`config.mk`:
```
export PLATFORM = sky130hd
export DESIGN_NAME = uni_s2b
export DESIGN_NICKNAME = d
export VERILOG_FILES = /design/src/rtl/uni_s2b_pkg.sv /design/src/rtl/uni_win_cnt.sv /design/src/rtl/uni_s2b.sv
export SDC_FILE = /design/constraint.sdc
export NUM_CORES = 1
export LEC_CHECK = 0
export CAP_MARGIN = 5
export CORE_MARGIN = 10
export CORE_UTILIZATION = 26
export CTS_CLUSTER_SIZE = 30
export DETAILED_ROUTE_END_ITERATION = 12
export GPL_TIMING_DRIVEN = 0
export HOLD_SLACK_MARGIN = 0.08
export PLACE_DENSITY_LB_ADDON = 0.12
export SETUP_SLACK_MARGIN = 0.3
export SLEW_MARGIN = 20
export SYNTH_ARGS = -nofsm -noshare
export SYNTH_HDL_FRONTEND = slang
export SYNTH_SLANG_ARGS = --single-unit
export TNS_END_PERCENT = 100
```
`constraint.sdc`:
```
create_clock -name clk -period 2.2 [get_ports clk]
set_input_delay 0.44 -clock clk [delete_from_list [all_inputs] [get_ports clk]]
set_output_delay 0.44 -clock clk [all_outputs]
set_load 0.02 [all_outputs]
```
`src/rtl/uni_s2b_pkg.sv`:
```
// rtl/uni_s2b_pkg.sv - shared state encoding and sizing constants for the unipolar stochastic-to-binary converter
package uni_s2b_pkg;

  typedef enum logic [1:0] {
    ST_IDLE,
    ST_SKIP,
    ST_ACC,
    ST_DONE
  } state_e;

  localparam int DEF_INWD = 8;
  localparam int SKIP_CW  = 4;

endpackage

```
`src/rtl/uni_win_cnt.sv`:
```
// rtl/uni_win_cnt.sv - loadable up-counter with clear, enable and terminal-count flag
module uni_win_cnt #(
  parameter int             W      = 9,
  parameter logic [W-1:0]   TC_VAL = '1
) (
  input  logic         clk,
  input  logic         rst_n,
  input  logic         clr,
  input  logic         ld,
  input  logic [W-1:0] ld_val,
  input  logic         en,
  output logic [W-1:0] cnt,
  output logic         tc
);

  always_ff @(posedge clk or negedge rst_n) begin
    if (!rst_n)
      cnt <= '0;
    else if (clr)
      cnt <= '0;
    else if (ld)
      cnt <= ld_val;
    else if (en)
      cnt <= cnt + 1'b1;
  end

  assign tc = (cnt == TC_VAL);

endmodule

```
`src/rtl/uni_s2b.sv`:
```
// rtl/uni_s2b.sv - counts ones of a unipolar bitstream over 2^INWD cycles and returns them as binary
// UNI_S2B_CONT_EN selects gap-free continuous windows with single-cycle oValid pulses.
module uni_s2b
  import uni_s2b_pkg::*;
#(
  parameter int INWD = DEF_INWD,
  parameter int SKIP = 1
) (
  input  logic            clk,
  input  logic            rst_n,
  input  logic            iStart,
  input  logic            iBit,
  output logic            oBusy,
  output logic            oValid,
  output logic [INWD-1:0] oVal
);

  localparam logic [INWD:0]        WIN_FULL  = {1'b1, {INWD{1'b0}}};
  localparam logic [INWD:0]        WIN_LAST  = {1'b0, {INWD{1'b1}}};
  localparam logic [SKIP_CW-1:0]   SKIP_LAST = SKIP_CW'(SKIP - 1);

  state_e             state_q, state_d;
  logic [SKIP_CW-1:0] skip_cnt;
  logic [INWD:0]      win_cnt, ones_cnt, ones_sum;
  logic               win_tc, ones_tc;
  logic               cnt_clr, fin, in_acc;

  assign in_acc   = (state_q == ST_ACC);
  assign ones_sum = ones_cnt + {{INWD{1'b0}}, iBit};

  uni_win_cnt #(.W(INWD + 1), .TC_VAL(WIN_FULL)) u_win (
    .clk(clk), .rst_n(rst_n), .clr(cnt_clr), .ld(1'b0), .ld_val('0),
    .en(in_acc), .cnt(win_cnt), .tc(win_tc)
  );

  uni_win_cnt #(.W(INWD + 1), .TC_VAL(WIN_FULL)) u_ones (
    .clk(clk), .rst_n(rst_n), .clr(cnt_clr), .ld(1'b0), .ld_val('0),
    .en(in_acc & iBit), .cnt(ones_cnt), .tc(ones_tc)
  );

  always_ff @(posedge clk or negedge rst_n) begin
    if (!rst_n)
      state_q <= ST_IDLE;
    else
      state_q <= state_d;
  end

  // A start always wins, including over the final sample of a window.
  always_comb begin
    state_d = state_q;
    cnt_clr = 1'b0;
    fin     = 1'b0;
    if (iStart) begin
      state_d = (SKIP == 0) ? ST_ACC : ST_SKIP;
      cnt_clr = 1'b1;
    end else begin
      case (state_q)
        ST_SKIP: if (skip_cnt == SKIP_LAST) state_d = ST_ACC;
        ST_ACC: begin
          if ((win_cnt == WIN_LAST) || win_tc) begin
            fin = 1'b1;
`ifdef UNI_S2B_CONT_EN
            state_d = ST_ACC;
            cnt_clr = 1'b1;
`else
            state_d = ST_DONE;
`endif
          end
        end
        default: state_d = state_q;
      endcase
    end
  end

  always_ff @(posedge clk or negedge rst_n) begin
    if (!rst_n)
      skip_cnt <= '0;
    else if (iStart)
      skip_cnt <= '0;
    else if (state_q == ST_SKIP)
      skip_cnt <= skip_cnt + 1'b1;
  end

  always_ff @(posedge clk or negedge rst_n) begin
    if (!rst_n) begin
      oValid <= 1'b0;
      oVal   <= '0;
    end else begin
      if (iStart)
        oValid <= 1'b0;
      else if (fin)
        oValid <= 1'b1;
`ifdef UNI_S2B_CONT_EN
      else
        oValid <= 1'b0;
`endif
      // Last sample folds in here; a full window of ones saturates.
      if (fin)
        oVal <= (ones_tc || ones_sum[INWD]) ? {INWD{1'b1}} : ones_sum[INWD-1:0];
    end
  end

  assign oBusy = (state_q == ST_SKIP) || (state_q == ST_ACC);

endmodule
```
==> results.md <==
* First-pass GRT wire length at 6490 µm
* Global route total overflow at 0
* Setup crit start kind: flop
* Yosys Warn Count at 0
* Number of global-route vias before repair at 1405
* Post-Layout Cell Count at 279
* Met3 GRT Util at 0.0229
* Setup Skew at 0.0115 ns
* Seq/Total Area, Yosys at 0.472
* Setup CP Type: flop to flop
* Met1 GRT Util at 0.0841
* CP required at 2.37 ns
* CTS tree: built
* Residual DRC at 0
* Via-per-instance ratio at 4.77
* Worst path arrival time at 2.01 ns
* Fin crit share at 0.840
* Post-Place Cell Area at 1990 µm²
* Slowest-stage cell, CP: or4b_4
* Peak supply drop at 254 µV
* Pwr/cell area at 687 nW/µm²
* Slew headroom at 0.681
* Critical path peak fanout at 8
* Antenna Cells at 0
* Setup violators final at 0
* Chip height at 102 µm
* Finished Cell Area at 2160 µm²
* Gr usage total at 0.0772
* Slew @ Worst Pin at 0.478 ns
* Total CTS buffers at 5
* Initial Util at 0.271
* FP Rows at 29
* RSZ-0062 raised after global routing: yes
* GPL Wtd Cong at 0.802
* Initial drt markers at 45
* Most frequent cells in the layout: dfrtp_1, nor2_1, inv_1, nand2_1, xor2_1
* Synth cell types at 34
* MaxCap Viol Count at 0
* Detailed Place HPWL at 2850 µm
* Status: finished, final reports clean
* Layout Nets at 217
* Die Area at 10400 µm²
* Syn Nets at 187
* Share of cells above drive strength 1 at 0.173
* Hold_ws at 0.0820 ns
* Port Buffer Count at 12
* Crit path cell chain: nand2_1, or4b_4, a2111oi_4, buf_4, a2bb2oi_1
* Clock Latency Late Sink at 0.28 ns
* Drt wl/cell at 14.0 µm
* Io pins at 14
* CP endpoint kind: flop
* Max Slew Vio Count at 0
* Fin util at 0.334
* HP Class: primary input to async pin
* Final wirelength at 3890 µm
* CTS HTree Levels at 2
* Initial antenna violation count at 0
* Met2 Use GR at 0.138
* Placed insts at 263
* Layout area overhead at 23.4%
* Tmin final at 1.85 ns
* Final hold violations at 0
* CP peak stage delay at 0.58 ns
* Routed Antenna Nets at 0
* Pwr Total at 0.00148 W
* Largest net degree at the start of global routing at 19
* CTS sink count at 33
* Clock root buffer: clkbuf_8
* DR pass1 iterations at 4
* Gate family responsible for the most delay along the worst path: simple AND/OR/NAND/NOR gates
* Longest Clk Path Bufs at 2
* Cell area after synthesis at 1750 µm²
* #FFs+latches synth at 33
* Die width at 102 µm
* Leak pwr at 0.918 nW
* CTS clk-pin slew, worst paths at 0.07 ns
* Most Crowded Layer GR: met2
* Synth Instances at 173
* Achievable Freq at 541 MHz
* Mapped Avg Cell Area at 10.1 µm²
* CORE AREA at 6460 µm²
* Most common cell after layout, fill and taps aside: dfrtp_1
* Buf+Inv Stages, Crit Path at 1
* Vias at 1331
-- cells in the mapped netlist --
master     instances  area share
and3_1             1      0.0036
clkbuf_1           7       0.015
and4_1             1      0.0050
a21o_1             1      0.0043
a2bb2oi_1          8       0.040
mux2i_1            2       0.011
or3_2              1      0.0043
nand2_1           12       0.026
nor3b_1            2      0.0086
a21oi_2            1      0.0050
nor2b_1            1      0.0036
xnor2_1           10       0.050
a31oi_1            1      0.0036
nor4_1             1      0.0036
or4b_4             1      0.0079
and2_0             1      0.0036
a21oi_1            5       0.014
o32a_1             1      0.0057
nor4bb_1           1      0.0057
a2111oi_4          1       0.016
dfrtp_1           33        0.47
or3_1              2      0.0071
o21a_1             1      0.0043
nor3_1             3      0.0086
xor2_1            12       0.060
nor2_1            22       0.047
inv_1             12       0.026
ha_1              10       0.071
o21ai_0            3      0.0086
nand3_1            5       0.014
nand4_1            8       0.029
nand4_2            1      0.0071
nand2b_1           1      0.0036
a31o_2             1      0.0050
-- per-layer routing --
layer	routed length (µm)	part of all wire
met5	0	0
met3	128	0.033
met2	2000	0.51
met4	48	0.012
met1	1720	0.44
-- cells by family after synthesis --
family | after synthesis | share of synthesized area
adders and majority gates | 10 | 0.0715
xor gates and xnor gates | 22 | 0.110
DFF | 33 | 0.472
AOI/OAI and AO/OA | 23 | 0.107
buffers and inverters | 19 | 0.0407
and+or+nand+nor | 64 | 0.188
muxes | 2 | 0.0114
-- cell type report --
class	count	area [µm²]
Fill cell	658	4300
Multi-Input combinational cell	121	868
Inverter	12	45.0
Buffer	7	33.8
Timing Repair Buffer	23	211
Clock buffer	5	68.8
Sequential cell	33	831
Tap cell	77	96.3
Clock inverter	1	5.00
-- worst paths after layout --
check / start / endpoint / slack, ns / cells after the start
worst max-delay path: u_win.cnt[3]$_DFFE_PN0N_ / oVal[1]$_DFFE_PN0P_ / 0.35 / 5
worst min-delay path: rst_n / u_ones.cnt[4]$_DFFE_PN0P_ / 0.08 / 1
worst max register to register: u_win.cnt[3]$_DFFE_PN0N_ / oVal[1]$_DFFE_PN0P_ / 0.35 / 5
worst min register to register: oValid$_DFFE_PN0P_ / oValid$_DFFE_PN0P_ / 0.49 / 1
max in group asynchronous: rst_n / u_win.cnt[2]$_DFFE_PN0N_ / 1.66 / 2
min in group clk: oValid$_DFFE_PN0P_ / oValid$_DFFE_PN0P_ / 0.49 / 1
-- metrics by stage --
step	setup TNS (ns)	worst slack, ns
final	0	0.352
after global routing	0	0.269
after CTS	0	0.275
after detailed placement	-3.06	-0.390
after global placement	-5.01	-0.380
after floorplan	0	0.349
-- power by group --
part	internal [W]	total [W]	switching, W
clock network	0.000208	0.000428	0.000219
registers	0.000652	0.000695	0.0000428
logic	0.000167	0.000362	0.000195
total	0.00103	0.00148	0.000457
-- state kept, by name, indices dropped and copies added (netlist names) --
name,count
u_ones.cnt,9
oVal,8
state_q,2
oValid,1
u_win.cnt,9
skip_cnt,4
-- what timing repair did --
action	in CTS	in global routing
endpoints found under the hold margin	0	0
cloned	0	0
hold buffers	0	0
endpoints found under the setup margin	14	13
pin swaps	1	4
resized for setup	6	14
buffers inserted	1	9
Note: power is estimated with default switching activity, not from simulation.
